==> src/rtl/fifo_word_unpacker.sv <==
// Pops words from a registered-read FIFO and serialises each into four bytes on a valid/ready stream.
// First byte two cycles after the pop strobe; 4 bytes per 5 cycles with byte_ready held high.
module fifo_word_unpacker #(
  parameter int WIDTH     = 32,
  parameter bit LSB_FIRST = 1'b1,
  parameter int CNT_W     = 16
) (
  input  logic             clk,
  input  logic             rst_n,
  input  logic             enable,
  input  logic             fifo_empty,
  output logic             fifo_rd_en,
  input  logic [WIDTH-1:0] fifo_data,
  output logic [7:0]       byte_out,
  output logic             byte_valid,
  input  logic             byte_ready,
  output logic             byte_last,
  output logic             busy,
  output logic [CNT_W-1:0] word_count
);

  typedef enum logic [1:0] {
    IDLE  = 2'd0,
    FETCH = 2'd1,
    SEND  = 2'd2
  } state_t;

  state_t           state_q, state_d;
  logic [WIDTH-1:0] word_q, word_d;
  logic [1:0]       idx_q, idx_d;
  logic [CNT_W-1:0] count_q, count_d;
  logic [7:0]       out_q, out_d;
  logic             last_q, last_d;
  logic             pop_ok;
  logic             accept;

  function automatic logic [7:0] pick(input logic [WIDTH-1:0] w, input logic [1:0] i);
    if (LSB_FIRST) return w[8*int'(i) +: 8];
    else           return w[8*(3-int'(i)) +: 8];
  endfunction

  assign byte_valid = (state_q == SEND);
  assign accept     = byte_valid && byte_ready;
  assign pop_ok     = enable && !fifo_empty;
  assign byte_out   = out_q;
  assign byte_last  = last_q;
  assign busy       = (state_q != IDLE);
  assign word_count = count_q;

  always_comb begin
    state_d    = state_q;
    word_d     = word_q;
    idx_d      = idx_q;
    count_d    = count_q;
    out_d      = out_q;
    last_d     = last_q;
    fifo_rd_en = 1'b0;
    case (state_q)
      IDLE: begin
        if (pop_ok) begin
          fifo_rd_en = 1'b1;
          state_d    = FETCH;
        end
      end
      FETCH: begin
        // Registered FIFO read: the popped word is only visible now.
        word_d  = fifo_data;
        idx_d   = 2'd0;
        out_d   = pick(fifo_data, 2'd0);
        last_d  = 1'b0;
        state_d = SEND;
      end
      SEND: begin
        if (accept) begin
          if (idx_q == 2'd3) begin
            count_d = count_q + CNT_W'(1);
            last_d  = 1'b0;
            if (pop_ok) begin
              fifo_rd_en = 1'b1;
              state_d    = FETCH;
            end else begin
              state_d = IDLE;
            end
          end else begin
            idx_d  = idx_q + 2'd1;
            out_d  = pick(word_q, idx_q + 2'd1);
            last_d = (idx_q == 2'd2);
          end
        end
      end
      default: state_d = IDLE;
    endcase
  end

  always_ff @(posedge clk or negedge rst_n) begin
    if (!rst_n) begin
      state_q <= IDLE;
      word_q  <= '0;
      idx_q   <= 2'd0;
      count_q <= '0;
      out_q   <= 8'd0;
      last_q  <= 1'b0;
    end else begin
      state_q <= state_d;
      word_q  <= word_d;
      idx_q   <= idx_d;
      count_q <= count_d;
      out_q   <= out_d;
      last_q  <= last_d;
    end
  end

endmodule

==> config.mk <==
export PLATFORM = sky130hd
export DESIGN_NAME = fifo_word_unpacker
export DESIGN_NICKNAME = d
export VERILOG_FILES = /design/src/rtl/fifo_word_unpacker.sv
export SDC_FILE = /design/constraint.sdc
export NUM_CORES = 1
export LEC_CHECK = 0
export CORE_AREA = 2 2 63 94
export CTS_CLUSTER_SIZE = 24
export DETAILED_ROUTE_END_ITERATION = 10
export DIE_AREA = 0 0 65 96
export GPL_ROUTABILITY_DRIVEN = 0
export GPL_TIMING_DRIVEN = 0
export PLACE_DENSITY = 0.82
export SLEW_MARGIN = 20
export SYNTH_ARGS = -nofsm -noshare
export SYNTH_HDL_FRONTEND = slang
export SYNTH_SLANG_ARGS = --single-unit
export TNS_END_PERCENT = 5
==> constraint.sdc <==
create_clock -name clk -period 5.4 [get_ports clk]
set_input_delay 1.08 -clock clk [delete_from_list [all_inputs] [get_ports clk]]
set_output_delay 1.08 -clock clk [all_outputs]
set_load 0.005 [all_outputs]
==> impl_metrics.py <==
metrics = {
    "setup_path": {
        "r2r_cells": 7,
        "r2r-start": "idx_q[0]",
        "cp-start-kind": "primary input",
        "crit_path_end_kind": "primary output",
        "setup.worst_path.class": "in2out",
        "crit_path_max_fanout": 6,
        "max_stage_delay_ns": 0.57,
        "rrSetupSlack_ns": 3.21,
        "rr_endpoint": "byte_out[3]",
        "crit_required_ns": 4.32,
        "cp_top_family": "buffers and inverters",
        "cp_common_cell": "clkdlybuf4s50_1",
        "cp-startpoint": "byte_ready",
        "critPathSlowestCell": "clkdlybuf4s50_1",
        "crit_arrival_ns": 2.48,
        "path_cells": "clkdlybuf4s50_1 -> nand2_1 -> a21oi_1 -> clkdlybuf4s50_1",
        "cp_num_buf_inv": 2,
    },
    "floorplan": {
        "core_um2": 5409,
        "die_y_um": 96,
        "fp.dieArea_um2": 6240,
        "initial_core_util_pct": 51.28,
        "die_x_um": 65,
        "num_rows": 33,
        "ios": 65,
    },
    "cells_and_area": {
        "antennaDiodeCount": 0,
        "drive_gt1_share_pct": 24.32,
        "fin_cells": 366,
        "nets": 331,
        "fillerInstances": 393,
        "area_growth_pct": 34.10,
        "fin_util_pct": 68.77,
    },
    "power_and_ir_drop": {
        "power.switching_w": 0.0005282,
        "power.share.switching_pct": 29.79,
        "clkPwrFrac_pct": 22.1,
        "peakVddDrop_mv": 0.2708,
        "p_seq_share_pct": 41.5,
        "power_w": 0.001773,
        "p_int_w": 0.001245,
        "p_leak_nw": 1.618,
        "combPwrFrac_pct": 36.3,
        "power_density_nw_per_um2": 476.8,
    },
    "hold_path": {
        "holdCritStartpoint": "word_count[15]",
        "holdCritPathClass": "reg2reg",
        "holdPathStages": 1,
        "hold_path_end": "word_count[15]",
    },
    "synth": {
        "syn_area_um2": 2774,
        "synthCells": 215,
        "synthDistinctLibCells": 35,
        "synth_top_area_cell": "dfrtp_1",
        "synth_edf_count": 0,
        "synth-seq-area-share_pct": 55.03,
        "avgSynthCellArea_um2": 12.90,
        "synth_commonest_cells": "dfrtp_1, mux2_2, nand2_1, nor2_1, xnor2_1",
        "syn_nets": 255,
        "synth_most_common_cell": "dfrtp_1",
        "synthArstFlopShare_pct": 100.0,
        "synth.yosys.warnings": 0,
        "yosysTopAreaCellShare_pct": 55.03,
        "synthFlopType": "dfrtp_1",
        "ys_ff_latch": 61,
        "yosys-top-cells-area": "dfrtp_1, mux2_2, mux4_2, nand2_1, xnor2_1",
    },
    "route": {
        "dr.pass1.iters": 4,
        "wl_per_cell_um": 15.63,
        "vias_per_cell": 5.383,
        "totalWireLength_mm": 5.721,
        "drtIter0Drc": 47,
        "ant_nets": 0,
        "vias": 1970,
        "drcViolationCount": 0,
    },
    "timing": {
        "fin_tns_setup_ns": 0,
        "slew_viol_final": 0,
        "hold_viol_final": 0,
        "max_freq_mhz": 281.2,
        "fin_ws_ns": 1.843,
        "setup_viol": 0,
        "rsz0062_at_grt": "no",
        "post-route-period-util_pct": 65.86,
        "worst_pin_slew_ns": 0.5535,
        "fin_crit_ns": 3.557,
        "slew_headroom_pct": 63.10,
        "fin_skew_ns": 0.01266,
    },
    "placed_design": {
        "port_buffers": 64,
        "place_inst": 350,
        "dp_slack_ns": 1.845,
        "hpwlAfterDp_mm": 4.206,
    },
    "clock_tree": {
        "clock_sinks": 61,
        "cts.clk_slew.worst_paths_ns": 0.06,
        "cts_tree": "yes",
        "clock_latency_ns": 0.33,
        "cts.path.max_buffers": 2,
        "cts.hold.buffers_added": 0,
        "htreeDepth": 3,
        "cts_buffers": 9,
        "cts-root-buf": "clkbuf_8",
        "postCtsSetupBuffers": 0,
        "cts_resized": 0,
    },
    "global_route": {
        "grt_pass1_vias": 2028,
        "grt_pass1_wl_mm": 9.791,
        "antenna_found_initial": 0,
        "grt_usage_pct": 20.91,
        "grt_max_degree": 46,
        "grt.overflow.total": 0,
    },
    "job": {
        "max-cap-violations": 0,
    },
    "outcome": {
        "outcome": "finished, final reports clean",
    },
}
## logic make-up (layout without fill, tap and decap cells)
kind of cell               count (synthesis)  in the layout  share of synthesized area [%]
adders and majority gates                  3              3                          1.353
buffers and inverters                     14             95                          2.841
and+or+nand+nor                           63             63                          11.50
DFF                                       61             61                          55.03
xor gates and xnor gates                  15             15                          5.007
muxes                                     41             41                          19.89
AOI/OAI and AO/OA                         18             18                          4.375
## stage by stage
stage	cell area, um^2	hold WS (ns)
3_5_place_dp	3527	0.4641
5_1_grt	3720	0.4994
4_1_cts	3720	0.4754
2_1_floorplan	2774	0.4682
6_report	3720	0.4715
3_3_place_gp	3502	0.4631
## metal layers
metal	wire, um	track usage [%]	share of wire (%)	vias to the layer above
li1	-	-	-	912
met1	2342	26.16	41	1005
met2	3122	36.43	55	48
met3	188	3.977	3.3	5
met4	68	6.915	1.2	0
met5	0	0	0	-
## layout by cell type (no fill, tap or decap), drive strengths merged
cell and count:
nand3 5, nand3b 1, inv 3, o21bai 1
and2 1, mux2 33, dfrtp 61, nor2b 1
o21ai 3, nand2 27, ha 3, buf 11
xnor2 9, clkinv 3, mux4 8, a21o 1
clkinvlp 1, nor3 1, clkbuf 13, bufinv 1
a31oi 8, or2 1, nor2 13, a21oi 2
a22o 2, and4 2, xor2 6, and4b 1
clkdlybuf4s50 63, nand4 6, and3 4, a32o 1
## worst max path at each step
| stage | endpoint | slack (ns) | cells after the start |
|---|---|---|---|
| 4_1_cts | fifo_rd_en | 1.84 | 4 |
| 3_5_place_dp | fifo_rd_en | 1.85 | 4 |
| 6_report | fifo_rd_en | 1.84 | 4 |
| 3_3_place_gp | word_q[28] | 1.31 | 1 |
| 2_1_floorplan | fifo_rd_en | 2.97 | 3 |
| 5_1_grt | fifo_rd_en | 1.74 | 4 |
## registers in the layout (all words and copies together), names as in the netlist
register	flops
byte_last	1
byte_out	8
idx_q	2
state_q	2
word_count	16
word_q	32
## power groups by stage
stage / Clock, W / Combinational (W) / Sequential (W)
finish: 0.000393 / 0.000645 / 0.000736
global placement: 0 / 0.000629 / 0.000734
global route: 0.000420 / 0.000712 / 0.000755
detailed placement: 0 / 0.000654 / 0.000744
floorplan: 0 / 0.000435 / 0.000711
CTS: 0.000399 / 0.000656 / 0.000735
## cell type report
cell class	count	area, um^2	share of cell area (%)
Inverter	4	15.01	0.4036
Tap cell	70	87.58	2.355
Clock inverter	4	47.55	1.278
Timing Repair Buffer	65	665.6	17.89
Multi-Input combinational cell	140	1169	31.42
Sequential cell	61	1526	41.04
Buffer	10	63.81	1.715
Clock buffer	12	145.1	3.902
No activity file was read; power rests on OpenSTA's default activity.
==> RTL change (config.mk and constraints unchanged) <==
Change the parameter `LSB_FIRST` from 1'b1 to 1'b0.
--- a/src/rtl/fifo_word_unpacker.sv
+++ b/src/rtl/fifo_word_unpacker.sv
@@ -3,5 +3,5 @@
 module fifo_word_unpacker #(
   parameter int WIDTH     = 32,
-  parameter bit LSB_FIRST = 1'b1,
+  parameter bit LSB_FIRST = 1'b0,
   parameter int CNT_W     = 16
 ) (
Function: changed (a bounded check fails within 4 cycles, from zero or initial values and one cycle with rst_n low).
==> RTL change against the original RTL <==
  * Wire length increased by 1.5%
  * Power increased by 4.3%
  * Maximum frequency decreased by 1.8%
  * Worst setup slack got worse by 67 ps
  * Global-route usage decreased by 0.23 points
  * Synthesized area about the same
  * Via count increased by 0.10%
  * Critical endpoint unchanged
  * Sequential cell count unchanged
  * Utilization increased by 0.60 points
  * Critical path type unchanged
  * Register-to-register slack improved by 80 ps
  * Design area increased by 0.87%
==> RTL change: results <==
run_status:
  status: "completed"
routing:
  drt_iter0_markers: 90
  wirelength_um: 5810
  vias: 1972
hold_path:
  hold_path.class: "flop to flop"
grt:
  grt_pass1_vias: 2065
  grtUsageTotal: 0.207
  grt_pass1_wl_um: 9500
  grt_max_degree: 51
layout:
  final_nets: 329
  drive_gt1_frac: 0.248
  fillers: 374
  n_antenna_cell: 0
  area_delta_synth_final_pct: 35.2
placement:
  hpwl_um: 4260
  postPlaceCellArea_um2: 3530
synthesis:
  ys_seq_area_frac: 0.550
  ys_top_cells_by_area: "dfrtp_1 55%, mux2_2 13%, mux4_2 6.5%, xnor2_1 4.1%, nand2_1 3.5%"
  synth_common_cells: "61 x dfrtp_1, 33 x mux2_2, 26 x nand2_1, 13 x xnor2_1"
  syn-num-nets: 253
setup_path:
  r2r_slack_ps: 3290
  cp.arrival_ps: 2540
  r2r-end: "byte_out[2]"
clocking:
  clock_latency_ps: 330
  cts_max_path_buffers: 2
power:
  peakVddDrop_mv: 0.326
  p_leak_nw: 1.61
  switchingPower_mw: 0.543
sta:
  fin_worst_skew_ps: 6.74
  worst_pin_slew_ps: 571
-- RTL change: area by class of cell --
class                           count  share of cell area
Buffer                             13              0.0243
Clock buffer                       10              0.0367
Clock inverter                      6              0.0230
Inverter                            3             0.00300
Multi-Input combinational cell    136               0.305
Sequential cell                    61               0.407
Tap cell                           70              0.0233
Timing Repair Buffer               65               0.177
-- RTL change: power groups by stage --
stage               Sequential [mW]  Combinational [mW]  Clock (mW)
floorplan                     0.709               0.455           0
global placement              0.732               0.651           0
detailed placement            0.746               0.673           0
CTS                           0.736               0.676       0.457
global route                  0.751               0.726       0.478
finish                        0.735               0.666       0.448
-- RTL change: per-stage QoR --
stage / hold slack (ps) / power, mW / cells / setup slack, ps
floorplan: 468 / 1.16 / 213 / 2950
global placement: 463 / 1.38 / 347 / 1340
global route: 505 / 1.95 / 364 / 1690
CTS: 491 / 1.87 / 364 / 1760
finish: 481 / 1.85 / 364 / 1780
detailed placement: 478 / 1.42 / 348 / 1760
-- RTL change: cells by family (layout without fill, tap and decap cells) --
kind of cell | after synthesis | in the layout | share of synthesized area
compound gates | 18 | 18 | 0.0473
simple gates | 59 | 59 | 0.106
mux | 41 | 41 | 0.199
buf+inv | 16 | 97 | 0.0370
flops | 61 | 61 | 0.550
fa+ha+maj | 3 | 3 | 0.0135
xor+xnor | 15 | 15 | 0.0473
-- RTL change: worst max-delay path, delay by kind of cell --
kind | cells | cell delay [ps]
AOI/OAI and AO/OA | 1 | 210
buffers and inverters | 2 | 1080
and+or+nand+nor | 1 | 170
-- RTL change: worst max path at each step --
stage / endpoint / from / slack [ps]
2_1_floorplan: fifo_rd_en / byte_ready / 2950
3_3_place_gp: word_q[12] / rst_n / 1340
3_5_place_dp: fifo_rd_en / byte_ready / 1760
4_1_cts: fifo_rd_en / byte_ready / 1760
5_1_grt: fifo_rd_en / byte_ready / 1690
6_report: fifo_rd_en / byte_ready / 1780
-- RTL change: per-layer routing --
layer  part of all wire  GRT usage  vias up
met5                  0          0        -
met4              0.023      0.121        0
met3              0.044     0.0327       13
met2               0.54      0.370       70
met1               0.39      0.231      977
li1                   -          -      912
